--- config.mk ---
export PLATFORM = sky130hd
export DESIGN_NAME = read_sched_flat
export DESIGN_NICKNAME = d
export VERILOG_FILES = /design/src/rtl/read_sched_if.sv /design/src/rtl/read_sched.sv /design/src/flat_wrapper.sv
export SDC_FILE = /design/constraint.sdc
export NUM_CORES = 1
export LEC_CHECK = 0
export ABC_AREA = 1
export BUFFER_PORTS_ARGS = -buffer_cell sky130_fd_sc_hd__buf_2
export CORE_ASPECT_RATIO = 1.4
export CORE_UTILIZATION = 55
export DETAILED_ROUTE_END_ITERATION = 16
export GPL_ROUTABILITY_DRIVEN = 0
export PLACE_DENSITY = 0.81
export SETUP_SLACK_MARGIN = 0.5
export SYNTH_ARGS = -nofsm -noshare
export SYNTH_HDL_FRONTEND = slang
export SYNTH_SLANG_ARGS = --single-unit
--- constraint.sdc ---
create_clock -name clk -period 3.9 [get_ports clk]
set_input_delay 0.195 -clock clk [delete_from_list [all_inputs] [get_ports clk]]
set_output_delay 0.195 -clock clk [all_outputs]
set_load 0.01 [all_outputs]
--- src/rtl/read_sched_if.sv ---
// Read-scheduler bundle: per-master AR request signals, the shared handshake
// qualifiers, and the scheduler's grant/enable/status outputs.
interface read_sched_if #(
    parameter int LEN_W = 4
);
    // Requests from the two masters
    logic             arvalid_m0;
    logic             arvalid_m1;
    logic [LEN_W-1:0] arlen_m0;
    logic [LEN_W-1:0] arlen_m1;

    // Handshake qualifiers observed on the granted path
    logic             ar_hs;
    logic             r_hs;
    logic             rlast;

    // Scheduler outputs
    logic             grant_m0;
    logic             grant_m1;
    logic             ar_en;
    logic             r_en;
    logic             busy;
    logic [LEN_W:0]   beats_left;
    logic             len_err;
    logic             timeout;

    // Scheduler side
    modport slave (
        input  arvalid_m0, arvalid_m1, arlen_m0, arlen_m1,
        input  ar_hs, r_hs, rlast,
        output grant_m0, grant_m1, ar_en, r_en, busy,
        output beats_left, len_err, timeout
    );

    // Requester / fabric side
    modport master (
        output arvalid_m0, arvalid_m1, arlen_m0, arlen_m1,
        output ar_hs, r_hs, rlast,
        input  grant_m0, grant_m1, ar_en, r_en, busy,
        input  beats_left, len_err, timeout
    );
endinterface

--- src/rtl/read_sched.sv ---
// Read-transaction scheduler: round-robin AR arbitration between M0 and M1,
// grant held through the address handshake, then the read path is reserved
// until the burst's last R beat (or a watchdog abort). One read in flight.
module read_sched #(
    parameter int LEN_W   = 4,
    parameter int TO_W    = 8,
    parameter int TIMEOUT = 255
) (
    input  logic        clk,
    input  logic        rst,
    read_sched_if.slave bus
);

    typedef enum logic [1:0] {
        IDLE = 2'd0,
        ADDR = 2'd1,
        DATA = 2'd2
    } state_t;

    localparam logic [TO_W-1:0] TIMEOUT_C = TO_W'(TIMEOUT);
    localparam logic [LEN_W:0]  BEAT_ONE  = (LEN_W+1)'(1);

    state_t            state, state_nxt;
    logic              last, last_nxt;        // 0: M0 was the most recent grant
    logic [TO_W-1:0]   wd, wd_nxt;            // idle-cycle watchdog in DATA
    logic              grant_m0_q, grant_m0_nxt;
    logic              grant_m1_q, grant_m1_nxt;
    logic [LEN_W:0]    beats_q, beats_nxt;
    logic              len_err_q, len_err_nxt;
    logic              timeout_q, timeout_nxt;
    logic [LEN_W-1:0]  sel_len;

    // Burst length of whichever master currently holds the grant
    assign sel_len = grant_m1_q ? bus.arlen_m1 : bus.arlen_m0;

    // State and registered outputs, synchronous reset
    always_ff @(posedge clk) begin
        // NOTE: sequential state uses non-blocking assignments so every
        // register samples the pre-edge values computed by the comb block.
        if (rst) begin
            state      <= IDLE;
            last       <= 1'b1;
            wd         <= '0;
            grant_m0_q <= 1'b0;
            grant_m1_q <= 1'b0;
            beats_q    <= '0;
            len_err_q  <= 1'b0;
            timeout_q  <= 1'b0;
        end else begin
            state      <= state_nxt;
            last       <= last_nxt;
            wd         <= wd_nxt;
            grant_m0_q <= grant_m0_nxt;
            grant_m1_q <= grant_m1_nxt;
            beats_q    <= beats_nxt;
            len_err_q  <= len_err_nxt;
            timeout_q  <= timeout_nxt;
        end
    end

    // Next-state, arbitration, beat accounting and watchdog
    always_comb begin
        // NOTE: every variable gets a default first so no path leaves one
        // unassigned, which would otherwise infer a latch.
        state_nxt    = state;
        last_nxt     = last;
        wd_nxt       = wd;
        grant_m0_nxt = grant_m0_q;
        grant_m1_nxt = grant_m1_q;
        beats_nxt    = beats_q;
        len_err_nxt  = 1'b0;
        timeout_nxt  = 1'b0;

        case (state)
            IDLE: begin
                grant_m0_nxt = 1'b0;
                grant_m1_nxt = 1'b0;
                beats_nxt    = '0;
                wd_nxt       = '0;
                // On a tie the master that was not granted last wins
                if (bus.arvalid_m0 && (!bus.arvalid_m1 || last)) begin
                    grant_m0_nxt = 1'b1;
                    last_nxt     = 1'b0;
                    state_nxt    = ADDR;
                end else if (bus.arvalid_m1) begin
                    grant_m1_nxt = 1'b1;
                    last_nxt     = 1'b1;
                    state_nxt    = ADDR;
                end
            end

            ADDR: begin
                // Grant is held even if arvalid drops; only ar_hs moves on
                if (bus.ar_hs) begin
                    beats_nxt = {1'b0, sel_len} + BEAT_ONE;
                    wd_nxt    = '0;
                    state_nxt = DATA;
                end
            end

            DATA: begin
                if (bus.r_hs) begin
                    wd_nxt = '0;
                    if (bus.rlast) begin
                        // RLAST ends the burst; early RLAST is flagged
                        len_err_nxt  = (beats_q > BEAT_ONE);
                        state_nxt    = IDLE;
                        grant_m0_nxt = 1'b0;
                        grant_m1_nxt = 1'b0;
                        beats_nxt    = '0;
                    end else if (beats_q == BEAT_ONE) begin
                        // Expected last beat without RLAST: flag once, wait
                        len_err_nxt = 1'b1;
                        beats_nxt   = '0;
                    end else if (beats_q != '0) begin
                        beats_nxt = beats_q - BEAT_ONE;
                    end
                end else if (wd == TIMEOUT_C) begin
                    // Silent slave: abort and free the read path
                    timeout_nxt  = 1'b1;
                    state_nxt    = IDLE;
                    grant_m0_nxt = 1'b0;
                    grant_m1_nxt = 1'b0;
                    beats_nxt    = '0;
                    wd_nxt       = '0;
                end else begin
                    wd_nxt = wd + TO_W'(1);
                end
            end

            default: begin
                state_nxt    = IDLE;
                grant_m0_nxt = 1'b0;
                grant_m1_nxt = 1'b0;
                beats_nxt    = '0;
                wd_nxt       = '0;
            end
        endcase
    end

    // Outputs: registered values plus state decodes for the mux enables
    assign bus.grant_m0   = grant_m0_q;
    assign bus.grant_m1   = grant_m1_q;
    assign bus.beats_left = beats_q;
    assign bus.len_err    = len_err_q;
    assign bus.timeout    = timeout_q;
    assign bus.ar_en      = (state == ADDR);
    assign bus.r_en       = (state == DATA);
    assign bus.busy       = (state != IDLE);

endmodule

--- src/flat_wrapper.sv ---
// flat-port wrapper written by rule: the top's interface ports become plain ports
module read_sched_flat 
#(
    parameter int LEN_W   = 4,
    parameter int TO_W    = 8,
    parameter int TIMEOUT = 255
)
  (clk, rst, bus_arvalid_m0, bus_arvalid_m1, bus_arlen_m0, bus_arlen_m1, bus_ar_hs, bus_r_hs, bus_rlast, bus_grant_m0, bus_grant_m1, bus_ar_en, bus_r_en, bus_busy, bus_beats_left, bus_len_err, bus_timeout);
  read_sched_if #(.LEN_W(LEN_W)) bus_i ();
  input  logic clk;
  input  logic rst;
  input wire logic [$bits(bus_i.arvalid_m0)-1:0] bus_arvalid_m0;
  input wire logic [$bits(bus_i.arvalid_m1)-1:0] bus_arvalid_m1;
  input wire logic [$bits(bus_i.arlen_m0)-1:0] bus_arlen_m0;
  input wire logic [$bits(bus_i.arlen_m1)-1:0] bus_arlen_m1;
  input wire logic [$bits(bus_i.ar_hs)-1:0] bus_ar_hs;
  input wire logic [$bits(bus_i.r_hs)-1:0] bus_r_hs;
  input wire logic [$bits(bus_i.rlast)-1:0] bus_rlast;
  output wire logic [$bits(bus_i.grant_m0)-1:0] bus_grant_m0;
  output wire logic [$bits(bus_i.grant_m1)-1:0] bus_grant_m1;
  output wire logic [$bits(bus_i.ar_en)-1:0] bus_ar_en;
  output wire logic [$bits(bus_i.r_en)-1:0] bus_r_en;
  output wire logic [$bits(bus_i.busy)-1:0] bus_busy;
  output wire logic [$bits(bus_i.beats_left)-1:0] bus_beats_left;
  output wire logic [$bits(bus_i.len_err)-1:0] bus_len_err;
  output wire logic [$bits(bus_i.timeout)-1:0] bus_timeout;
  assign bus_i.arvalid_m0 = bus_arvalid_m0;
  assign bus_i.arvalid_m1 = bus_arvalid_m1;
  assign bus_i.arlen_m0 = bus_arlen_m0;
  assign bus_i.arlen_m1 = bus_arlen_m1;
  assign bus_i.ar_hs = bus_ar_hs;
  assign bus_i.r_hs = bus_r_hs;
  assign bus_i.rlast = bus_rlast;
  assign bus_grant_m0 = bus_i.grant_m0;
  assign bus_grant_m1 = bus_i.grant_m1;
  assign bus_ar_en = bus_i.ar_en;
  assign bus_r_en = bus_i.r_en;
  assign bus_busy = bus_i.busy;
  assign bus_beats_left = bus_i.beats_left;
  assign bus_len_err = bus_i.len_err;
  assign bus_timeout = bus_i.timeout;
  read_sched #(.LEN_W(LEN_W), .TO_W(TO_W), .TIMEOUT(TIMEOUT)) u_core (.clk(clk), .rst(rst), .bus(bus_i));
endmodule
==> flow_metrics.env <==
export IMPL_synth_avg_cell_area_um2=7.07
export IMPL_worstPathArrival_ns=1.87
export IMPL_syn_to_final_growth_pct=14.2
export IMPL_crit_fanout=6
export IMPL_fin_setup_tns_ns=0
export IMPL_rsz0062_at_grt="no"
export IMPL_vias_per_cell=5.35
export IMPL_min_delay_start="bus_r_hs"
export IMPL_cts_hold_buf=0
export IMPL_port_buffers=26
export IMPL_maxCapViolCount=0
export IMPL_synthFlopType="dfxtp_1"
export IMPL_overflow=0
export IMPL_p_leak_nw=0.672
export IMPL_floorplan_rows=19
export IMPL_synth_area_leaders="dfxtp_1 (33%), nand2_1 (13%), ha_1 (8.1%)"
export IMPL_synth_distinct_cells=27
export IMPL_routed_wl_um=2720
export IMPL_ys_ff_latch=20
export IMPL_synthCells=174
export IMPL_cts_setup_buffers=0
export IMPL_initial_utilization_pct=60.2
export IMPL_cts_tree="built"
export IMPL_die_h_um=58.0
export IMPL_startpoint="u_core.state[0]"
export IMPL_hp_class="input port to register"
export IMPL_grt_max_degree=14
export IMPL_path_clk_slew_ns=0.10
export IMPL_worst_ep_required_time_ns=4.08
export IMPL_reg2reg_from="u_core.state[0]"
export IMPL_ys_seq_area_share_pct=32.6
export IMPL_synth_nets=197
export IMPL_fillers=164
export IMPL_avgRoutedWirePerCell_um=12.2
export IMPL_cp_end_kind="register"
export IMPL_cts_root_buf="clkbuf_4"
export IMPL_slew_headroom_pct=78.8
export IMPL_syn_area_um2=1230
export IMPL_cts_resized_gates=0
export IMPL_h_tree_depth=1
export IMPL_grt_pass1_wl_um=4360
export IMPL_drc=0
export IMPL_synth_edf_count=0
export IMPL_ys_warn_count=0
export IMPL_cts_buffers=3
export IMPL_yosysTopAreaCell="dfxtp_1"
export IMPL_ir_drop_mv=0.262
export IMPL_first_global_vias=1103
export IMPL_drt_iter0_drc=30
export IMPL_post_dp_hpwl_um=2220
export IMPL_cts_sinks=20
export IMPL_antenna_cells=0
export IMPL_finalMaxSlewViolations=0
export IMPL_hold_violations=0
export IMPL_tightest_slew_ns=0.318
export IMPL_vias=1192
export IMPL_synth_top_area_share_pct=32.6
export IMPL_insertion_delay_ns=0.30
export IMPL_crit_type="register to register"
export IMPL_setup_viol=0
export IMPL_ant_nets=0
export IMPL_setup_worst_path_start_class="register"
export IMPL_clk_path_buf_depth=2
export IMPL_fin_skew_ns=0.00345
export IMPL_fmax_mhz=592
export IMPL_setup_ws_ns=2.21
export IMPL_die_area_um2=2430
export IMPL_dr_pass1_iters=4
export IMPL_pre_cts_ws_ns=2.26
export IMPL_fp_dieW_um=42.0
export IMPL_antenna_found_initial=0
export IMPL_nets=227
export IMPL_min_period_ns=1.69
export IMPL_fin_hold_ws_ns=0.0837
export IMPL_io_pins=27
export IMPL_async_flop_share_pct=0
export IMPL_powerDensity_nw_per_um2=464
export IMPL_status="complete, no violations"
export IMPL_layout_drive_gt1_share_pct=22.3
export IMPL_grt_usage_pct=23.3
export IMPL_period_share_pct=43.3
export IMPL_core_um2=2040
==> worst paths after layout <==
check                             endpoint  slack, ns  depth (start not counted)
hold reg to reg        u_core.bus.grant_m0       0.48                          2
setup reg to reg  u_core.bus.beats_left[4]       2.21                          9
hold / removal          u_core.bus.timeout       0.08                          2
setup / recovery  u_core.bus.beats_left[4]       2.21                          9
==> stage by stage <==
stage | instances | util, % | cell area, um2 | total power, mW
detailed placement | 220 | 67.6 | 1380 | 0.559
global route | 223 | 68.7 | 1410 | 0.702
floorplan | 174 | - | 1230 | 0.476
finish | 223 | 68.7 | 1410 | 0.652
global placement | 220 | 67.6 | 1380 | 0.545
CTS | 223 | 68.7 | 1410 | 0.652
==> layout by cell type, fill, tap and decap left out <==
cell,n
nor4_1,1
a21oi_1,9
or2_0,2
nor3_2,1
nor2_1,18
nand4_1,2
nor2_2,1
nand3_1,12
a21oi_2,4
nand3_2,1
o22ai_1,1
nand2_2,4
nand3_4,1
inv_1,24
buf_2,26
nand2_4,1
o21ai_2,1
ha_1,8
o221ai_1,1
nor3_1,2
clkbuf_4,3
nand2_1,43
xor2_1,5
a211oi_1,1
dfxtp_1,20
o21ai_0,6
xnor2_1,2
nor2_4,2
==> flip-flops by register name, indices dropped and copies added, names as in the netlist <==
name                   flops
u_core.wd                  8
u_core.bus.beats_left      5
u_core.state               2
u_core.bus.grant_m0        1
u_core.bus.grant_m1        1
u_core.bus.len_err         1
u_core.bus.timeout         1
u_core.last                1
==> per-layer routing <==
| metal | up-vias | GRT usage (%) | part of all wire (%) |
|---|---|---|---|
| met4 | 0 | 14.7 | 2.7 |
| met2 | 35 | 44.0 | 54 |
| li1 | 613 | - | - |
| met3 | 9 | 2.49 | 3.6 |
| met1 | 535 | 23.8 | 39 |
| met5 | - | 0 | 0 |
==> critical path: stages (launching register included) <==
cell and delay, ns:
dfxtp_1 0.34, inv_1 0.09, ha_1 0.21, nand2_1 0.10, nor2_1 0.26, nand4_1 0.21
nand3_4 0.16, nor2_4 0.06, nand2_1 0.09, a21oi_2 0.05
==> cell usage after synthesis (2+ instances only) <==
cell / instances
ha_1: 8
nor2_4: 2
nand4_1: 2
or2_0: 2
a21oi_2: 4
nand2_1: 43
nor3_1: 2
nor2_1: 18
o21ai_0: 6
xnor2_1: 2
xor2_1: 5
a21oi_1: 9
nand2_2: 4
nand3_1: 12
dfxtp_1: 20
inv_1: 24
==> layout make-up <==
| type | count | area [um2] | area share (%) |
|---|---|---|---|
| clock buffers | 3 | 22.5 | 1.60 |
| inverters | 24 | 90.1 | 6.41 |
| multi-input cells | 129 | 736 | 52.4 |
| flip-flops and latches | 20 | 400 | 28.5 |
| well taps | 21 | 26.3 | 1.87 |
| repair buffers | 26 | 130 | 9.26 |
==> cells by family (layout without fill, tap and decap cells) <==
family,count (synthesis),count (layout),synth area share (%)
buf+inv,25,53,7.63
fa+ha+maj,8,8,8.14
flops,20,20,32.6
compound gates,23,23,11.5
xor+xnor,7,7,4.98
simple gates,91,91,35.2
==> power breakdown <==
group / internal (mW) / switching (mW) / leakage [nW]
Combinational: 0.114 / 0.193 / 0.496
Sequential: 0.227 / 0.0225 / 0.162
Clock: 0.0360 / 0.0591 / 0.0138
(Power assumes the default switching activity.)
